--- src/rtl/up_axi_master.sv ---
// Purpose: bridges single-beat up_* register requests onto an AXI4-Lite master port.
// Latency: 3 cycles request-to-ack with a zero-wait slave; aborts after 2^TIMEOUT_WIDTH-1 busy cycles.
// Backpressure: none toward up_*; requests on a busy channel (or in its ACK cycle) are dropped.
module up_axi_master #(
    parameter int ADDRESS_WIDTH = 8,
    parameter int TIMEOUT_WIDTH = 5
) (
    input  logic                     up_clk,
    input  logic                     up_rstn,

    input  logic                     up_wreq,
    input  logic [ADDRESS_WIDTH-1:0] up_waddr,
    input  logic [31:0]              up_wdata,
    output logic                     up_wack,
    output logic                     up_werr,

    input  logic                     up_rreq,
    input  logic [ADDRESS_WIDTH-1:0] up_raddr,
    output logic [31:0]              up_rdata,
    output logic                     up_rack,
    output logic                     up_rerr,

    output logic                     m_axi_awvalid,
    output logic [31:0]              m_axi_awaddr,
    input  logic                     m_axi_awready,

    output logic                     m_axi_wvalid,
    output logic [31:0]              m_axi_wdata,
    output logic [3:0]               m_axi_wstrb,
    input  logic                     m_axi_wready,

    input  logic                     m_axi_bvalid,
    input  logic [1:0]               m_axi_bresp,
    output logic                     m_axi_bready,

    output logic                     m_axi_arvalid,
    output logic [31:0]              m_axi_araddr,
    input  logic                     m_axi_arready,

    input  logic                     m_axi_rvalid,
    input  logic [31:0]              m_axi_rdata,
    input  logic [1:0]               m_axi_rresp,
    output logic                     m_axi_rready
);

    typedef enum logic [1:0] {W_IDLE, W_XFER, W_RESP, W_ACK} w_state_t;
    typedef enum logic [1:0] {R_IDLE, R_ADDR, R_DATA, R_ACK} r_state_t;

    localparam logic [TIMEOUT_WIDTH-1:0] CNT_MAX    = '1;
    localparam logic [TIMEOUT_WIDTH-1:0] CNT_ONE    = TIMEOUT_WIDTH'(1);
    localparam logic [31:0]              ABORT_DATA = 32'hdeaddead;

    // Word address to AXI byte address: zero-padded above, two zero bits below.
    function automatic logic [31:0] byte_addr(input logic [ADDRESS_WIDTH-1:0] word);
        logic [31:0] a;
        a = '0;
        a[ADDRESS_WIDTH+1:2] = word;
        return a;
    endfunction

    // ------------------------------------------------------------------
    // Write channel
    // ------------------------------------------------------------------
    w_state_t                 w_state;
    w_state_t                 w_next;
    logic [TIMEOUT_WIDTH-1:0] w_cnt;
    logic                     w_busy;
    logic                     w_at_max;
    logic                     w_accept;
    logic                     w_abort;
    logic                     aw_done;
    logic                     wd_done;

    // A valid that is already low has completed its handshake on an earlier cycle.
    assign aw_done  = ~m_axi_awvalid | m_axi_awready;
    assign wd_done  = ~m_axi_wvalid  | m_axi_wready;
    assign w_busy   = (w_state == W_XFER) || (w_state == W_RESP);
    assign w_at_max = w_busy && (w_cnt == CNT_MAX);
    assign w_accept = (w_state == W_IDLE) && up_wreq;

    // Write next-state; a handshake completing in the last counted cycle beats the abort.
    always_comb begin
        w_next  = w_state;
        w_abort = 1'b0;
        case (w_state)
            W_IDLE: begin
                if (up_wreq) begin
                    w_next = W_XFER;
                end
            end
            W_XFER: begin
                if (aw_done && wd_done) begin
                    w_next = W_RESP;
                end else if (w_at_max) begin
                    w_next  = W_ACK;
                    w_abort = 1'b1;
                end
            end
            W_RESP: begin
                if (m_axi_bvalid) begin
                    w_next = W_ACK;
                end else if (w_at_max) begin
                    w_next  = W_ACK;
                    w_abort = 1'b1;
                end
            end
            W_ACK: begin
                w_next = W_IDLE;
            end
            default: begin
                w_next = W_IDLE;
            end
        endcase
    end

    // Write state register.
    always_ff @(posedge up_clk or negedge up_rstn) begin
        if (!up_rstn) begin
            w_state <= W_IDLE;
        end else begin
            w_state <= w_next;
        end
    end

    // Address/data/strobe are captured on accept and held until the next accept.
    always_ff @(posedge up_clk or negedge up_rstn) begin
        if (!up_rstn) begin
            m_axi_awaddr <= '0;
            m_axi_wdata  <= '0;
            m_axi_wstrb  <= '0;
        end else if (w_accept) begin
            m_axi_awaddr <= byte_addr(up_waddr);
            m_axi_wdata  <= up_wdata;
            m_axi_wstrb  <= 4'hf;
        end
    end

    // AW and W valids rise together and each falls after its own handshake or on abort.
    always_ff @(posedge up_clk or negedge up_rstn) begin
        if (!up_rstn) begin
            m_axi_awvalid <= 1'b0;
            m_axi_wvalid  <= 1'b0;
        end else if (w_accept) begin
            m_axi_awvalid <= 1'b1;
            m_axi_wvalid  <= 1'b1;
        end else if (w_abort) begin
            m_axi_awvalid <= 1'b0;
            m_axi_wvalid  <= 1'b0;
        end else begin
            if (m_axi_awready) begin
                m_axi_awvalid <= 1'b0;
            end
            if (m_axi_wready) begin
                m_axi_wvalid <= 1'b0;
            end
        end
    end

    // Write timeout counter: cleared on accept, counts busy cycles, sticks at all-ones.
    always_ff @(posedge up_clk or negedge up_rstn) begin
        if (!up_rstn) begin
            w_cnt <= '0;
        end else if (w_accept) begin
            w_cnt <= '0;
        end else if (w_busy && (w_cnt != CNT_MAX)) begin
            w_cnt <= w_cnt + CNT_ONE;
        end
    end

    // bready and the ack pulse follow the registered state; werr only changes when entering ACK.
    always_ff @(posedge up_clk or negedge up_rstn) begin
        if (!up_rstn) begin
            m_axi_bready <= 1'b0;
            up_wack      <= 1'b0;
            up_werr      <= 1'b0;
        end else begin
            m_axi_bready <= (w_next == W_RESP);
            up_wack      <= (w_next == W_ACK);
            if (w_abort) begin
                up_werr <= 1'b1;
            end else if ((w_state == W_RESP) && m_axi_bvalid) begin
                up_werr <= |m_axi_bresp;
            end
        end
    end

    // ------------------------------------------------------------------
    // Read channel
    // ------------------------------------------------------------------
    r_state_t                 r_state;
    r_state_t                 r_next;
    logic [TIMEOUT_WIDTH-1:0] r_cnt;
    logic                     r_busy;
    logic                     r_at_max;
    logic                     r_accept;
    logic                     r_abort;

    assign r_busy   = (r_state == R_ADDR) || (r_state == R_DATA);
    assign r_at_max = r_busy && (r_cnt == CNT_MAX);
    assign r_accept = (r_state == R_IDLE) && up_rreq;

    // Read next-state; arready/rvalid in the last counted cycle still complete normally.
    always_comb begin
        r_next  = r_state;
        r_abort = 1'b0;
        case (r_state)
            R_IDLE: begin
                if (up_rreq) begin
                    r_next = R_ADDR;
                end
            end
            R_ADDR: begin
                if (m_axi_arready) begin
                    r_next = R_DATA;
                end else if (r_at_max) begin
                    r_next  = R_ACK;
                    r_abort = 1'b1;
                end
            end
            R_DATA: begin
                if (m_axi_rvalid) begin
                    r_next = R_ACK;
                end else if (r_at_max) begin
                    r_next  = R_ACK;
                    r_abort = 1'b1;
                end
            end
            R_ACK: begin
                r_next = R_IDLE;
            end
            default: begin
                r_next = R_IDLE;
            end
        endcase
    end

    // Read state register.
    always_ff @(posedge up_clk or negedge up_rstn) begin
        if (!up_rstn) begin
            r_state <= R_IDLE;
        end else begin
            r_state <= r_next;
        end
    end

    // AR channel: address held from accept, valid drops after arready or on abort.
    always_ff @(posedge up_clk or negedge up_rstn) begin
        if (!up_rstn) begin
            m_axi_araddr  <= '0;
            m_axi_arvalid <= 1'b0;
        end else if (r_accept) begin
            m_axi_araddr  <= byte_addr(up_raddr);
            m_axi_arvalid <= 1'b1;
        end else if ((r_state == R_ADDR) && (m_axi_arready || r_abort)) begin
            m_axi_arvalid <= 1'b0;
        end
    end

    // Read timeout counter: cleared on accept, counts busy cycles, sticks at all-ones.
    always_ff @(posedge up_clk or negedge up_rstn) begin
        if (!up_rstn) begin
            r_cnt <= '0;
        end else if (r_accept) begin
            r_cnt <= '0;
        end else if (r_busy && (r_cnt != CNT_MAX)) begin
            r_cnt <= r_cnt + CNT_ONE;
        end
    end

    // rready and ack follow the state; rdata/rerr update only when entering ACK and then hold.
    always_ff @(posedge up_clk or negedge up_rstn) begin
        if (!up_rstn) begin
            m_axi_rready <= 1'b0;
            up_rack      <= 1'b0;
            up_rerr      <= 1'b0;
            up_rdata     <= '0;
        end else begin
            m_axi_rready <= (r_next == R_DATA);
            up_rack      <= (r_next == R_ACK);
            if (r_abort) begin
                up_rerr  <= 1'b1;
                up_rdata <= ABORT_DATA;
            end else if ((r_state == R_DATA) && m_axi_rvalid) begin
                up_rerr  <= |m_axi_rresp;
                up_rdata <= m_axi_rdata;
            end
        end
    end

endmodule

--- config.mk ---
export PLATFORM = sky130hd
export DESIGN_NAME = up_axi_master
export DESIGN_NICKNAME = d
export VERILOG_FILES = /design/src/rtl/up_axi_master.sv
export SDC_FILE = /design/constraint.sdc
export NUM_CORES = 1
export LEC_CHECK = 0
export CORE_MARGIN = 2
export CORE_UTILIZATION = 30
export DETAILED_ROUTE_END_ITERATION = 16
export PLACE_DENSITY = 0.72
export SYNTH_ARGS = -nofsm -noshare
export SYNTH_HDL_FRONTEND = slang
export SYNTH_SLANG_ARGS = --single-unit
--- constraint.sdc ---
create_clock -name up_clk -period 1.7 [get_ports up_clk]
set_input_delay 0.51 -clock up_clk [delete_from_list [all_inputs] [get_ports up_clk]]
set_output_delay 0.51 -clock up_clk [all_outputs]
set_load 0.005 [all_outputs]
==> reports/qor_table.md <==
| Step | Result | Reported |
|:---|:---|:---|
| cells and area | Synthesis-to-layout area growth | 52.9% |
| yosys | Predominant post-synthesis flop cell | dfrtp_1 |
| route | Detailed-routing wirelength on met1 | 4.97 mm |
| route | Routed met2 length | 5.56 mm |
| clock tree | Clock input transition at the sequential cells of the worst setup and hold paths | 0.07 ns |
| yosys | Fraction of the yosys area taken by sequential cells | 56.5% |
| sta | Final setup violation count | 3 |
| yosys | Library cells used by synthesis | 40 |
| yosys | Top-area cell type share of the netlist area | 56.5% |
| yosys | Post-synthesis average cell area | 10.2 sq um |
| yosys | Largest area contributor in the synthesized netlist | dfrtp_1 |
| critical path | Largest driver fanout on the critical path | 3 |
| sta | Crit path time final | 1.73 ns |
| route | Highest layer used for signal routing | met4 |
| clock tree | Cell at the root of the clock tree | clkbuf_16 |
| power | Power density over cell area | 1590 nW/um^2 |
| route | WL met3 | 1.03 mm |
| critical path | Depth of the worst register-to-register path | 6 |
| critical path | Type of the worst setup path | reg -> reg |
| outcome | Failing checks | negative setup slack |
| sta | Final hold violations | 0 |
| route | Wire length per cell after detailed routing | 13.8 um |
| floorplanning | Effective utilization at floorplan | 30.5% |
| clock tree | Number of levels in the clock H-tree | 3 |
| route | Initial drt markers | 119 |
| yosys | Mapped cell area | 4610 sq um |
| sta | Count of final max-slew check failures | 0 |
| cells and area | Total area of multi-input combinational cells | 1810 sq um |
| outcome | Outcome | complete, but fails checks |
| yosys | Yosys synthesis warning count | 0 |
| yosys | Number of flip-flops and latches in the synthesized netlist | 104 |
| sta | Worst slack on hold paths | 0.0738 ns |
| floorplanning | Number of core rows | 45 |
| global route | Largest net degree at the start of global routing | 36 |
| sta | Post-route setup slack | -0.0305 ns |
| floorplanning | Core Box Area | 15100 sq um |
| sta | Final worst path period share | 102% |
| floorplanning | Die outline height | 128 um |
| route | Average via count per standard cell | 4.33 |
| yosys | Number of enable flip-flop cells after synthesis | 0 |
| cells and area | Post-Route Utilization | 46.7% |
| yosys | Async set-or-reset flop fraction in the synthesized netlist | 100% |
| critical path | Reg2reg start | w_cnt[1] |
| floorplanning | Number of ports placed on the die boundary | 234 |
| critical path | Reg-to-reg critical path endpoint | m_axi_bready |
| route | Drt pass-1 iters | 4 |
| sta | Max frequency | 578 MHz |
| yosys | Top post-synthesis cells by area | dfrtp_1 (56%), nand2_1 (12%), buf_4 (8.6%) |
| critical path | Crit path capture type | flop |
| yosys | Gate count after technology mapping | 450 |
| cells and area | Commonest non-fill, non-tap cell in the layout | nand2_1 |
| clock tree | TritonCTS buffer count | 9 |
| critical path | Launching element type of the critical path | flop |
| clock tree | Clock buffer depth | 2 |
| cells and area | Inserted Diodes | 0 |
| power | Maximum vdd drop | 708 uV |
| route | Final wirelength | 11.8 mm |
| placement | Final weighted congestion of routability-driven global placement | 0.743 |
| critical path | Arr. time, crit path | 1.96 ns |
| critical path | Required time at the worst-slack endpoint | 1.93 ns |
| global route | GRT Resource Usage Total | 14.9% |
| min path | Worst hold path class | in -> async |
| placement | Count of buffers inserted at the top-level ports | 185 |
| cells and area | Flip-flop and latch area | 2600 sq um |
| flow run | Total of max-cap violations | 0 |
| power | Lkg Pwr | 3.53 nW |
| placement | Dpl cell area | 6690 sq um |
| route | ANT nets after route | 0 |
| floorplanning | Area of the die | 16400 sq um |
| route | Drc violations | 0 |
| clock tree | Number of sinks driven by the clock tree | 104 |
| global route | Wire length of the first global-routing pass | 18.9 mm |
| cells and area | Most used cells in the layout excluding fill and tap cells | nand2_1 (151), dfrtp_1 (104), dlygate4sd2_1 (93), clkdlybuf4s50_1 (91), conb_1 (48) |
| clock tree | TritonCTS clock tree | done |
| clock tree | Clock network latency to the later pin of the worst-skew pair | 0.35 ns |
| global route | Antenna violations before repair | 0 |
| global route | Vias in the first global route | 3779 |
| route | Overall via count from detail_route | 3703 |
| cells and area | Layout Nets | 770 |
| sta | Skew final | 0.00829 ns |
| critical path | Reg2Reg Setup Slack | -0.03 ns |
| placement | HPWL after detailed placement | 8.36 mm |
| sta | Setup repair after global routing missed its margin | yes |
| cells and area | Final design instance area without fill | 7040 sq um |
| cells and area | Fraction of layout cells with a size suffix above 1 | 11.5% |
| floorplanning | X dimension of the die | 128 um |
| cells and area | Fill cell count | 1461 |
| global route | Aggregate global routing overflow | 0 |
## power by group
part	internal, W	switching (W)	leakage [nW]	total [W]
combinational	0.00269	0.00223	2.11	0.00492
clock	0.00113	0.000920	0.135	0.00205
sequential	0.00363	0.000586	1.28	0.00422
## through the flow
step,setup slack (ns),power [W],instances,TNS (ns)
final,-0.0305,0.0112,855,-0.0881
after global routing,-0.133,0.0121,855,-0.809
after CTS,-0.0533,0.0113,852,-0.127
after detailed placement,-0.200,0.00965,825,-5.88
after global placement,-0.173,0.00952,825,-4.90
after floorplan,0.00213,0.00657,497,0
## logic make-up (layout without fill, tap and decap cells)
logic type                 count (synthesis)  after routing  share of synthesized area, %
xor gates and xnor gates                   6              6                          1.14
other                                      1             48                        0.0814
DFF                                      104            104                          56.5
and+or+nand+nor                          189            189                          17.2
AOI/OAI and AO/OA                         54             57                          9.37
muxes                                      4              4                         0.869
adders and majority gates                 14             14                          3.80
buffers and inverters                     78            245                          11.1
## registers in the layout, indices dropped and copies added, names as in the netlist
name / cells
m_axi_araddr: 8
m_axi_arvalid: 1
m_axi_awaddr: 8
m_axi_awvalid: 1
m_axi_bready: 1
m_axi_rready: 1
m_axi_wdata: 32
m_axi_wstrb: 1
m_axi_wvalid: 1
r_cnt: 5
r_state: 2
up_rack: 1
up_rdata: 32
up_rerr: 1
up_wack: 1
up_werr: 1
w_cnt: 5
w_state: 2
## worst max path at each step
stage                        startpoint      endpoint  slack [ns]  cells past startpoint
after detailed placement  m_axi_arready  up_rdata[17]       -0.20                      5
final                          w_cnt[1]  m_axi_bready       -0.03                      6
after CTS                      w_cnt[0]       up_wack       -0.05                      6
after floorplan                r_cnt[0]       up_rerr       0.002                      7
after global routing           w_cnt[1]    w_state[1]       -0.13                      6
after global placement    m_axi_awready       up_wack       -0.17                      5
## per-layer routing
layer | vias up | GRT usage, %
li1 | 1797 | -
met1 | 1737 | 18.0
met2 | 155 | 24.2
met3 | 14 | 5.13
met4 | 0 | 6.21
met5 | - | 0
## layout make-up
class                           instances  area share (%)
Inverter                               10           0.533
Tap cell                              188            3.34
Multi-Input combinational cell        318            25.7
Clock buffer                           10            3.25
Clock inverter                          5           0.835
Sequential cell                       104            36.9
Timing Repair Buffer                  220            29.4
## critical path, cell delays in order, from the launching register on
cell     delay, ns
dfrtp_1       0.39
ha_2          0.19
and3_4        0.18
ha_4          0.16
a221o_1       0.32
a32oi_2       0.30
nor2_1        0.07
## synth_stat cells (all sizes together) (3+ instances only)
cell / n
nand2: 151
dfrtp: 104
buf: 63
o22a: 22
ha: 14
nor2: 14
a22o: 11
inv: 10
o21ai: 7
a21oi: 5
clkbuf: 5
nor2b: 5
mux2i: 4
nor3: 4
xor2: 4
and3: 3
nand2b: 3
## timing repair
item,4_1_cts,5_1_grt
gates resized for setup,100,8
cloned,2,1
setup buffers,10,3
setup endpoints to repair,120,43
pin swaps,2,24
hold buffers,0,0
No activity file was read; power rests on OpenSTA's default activity.
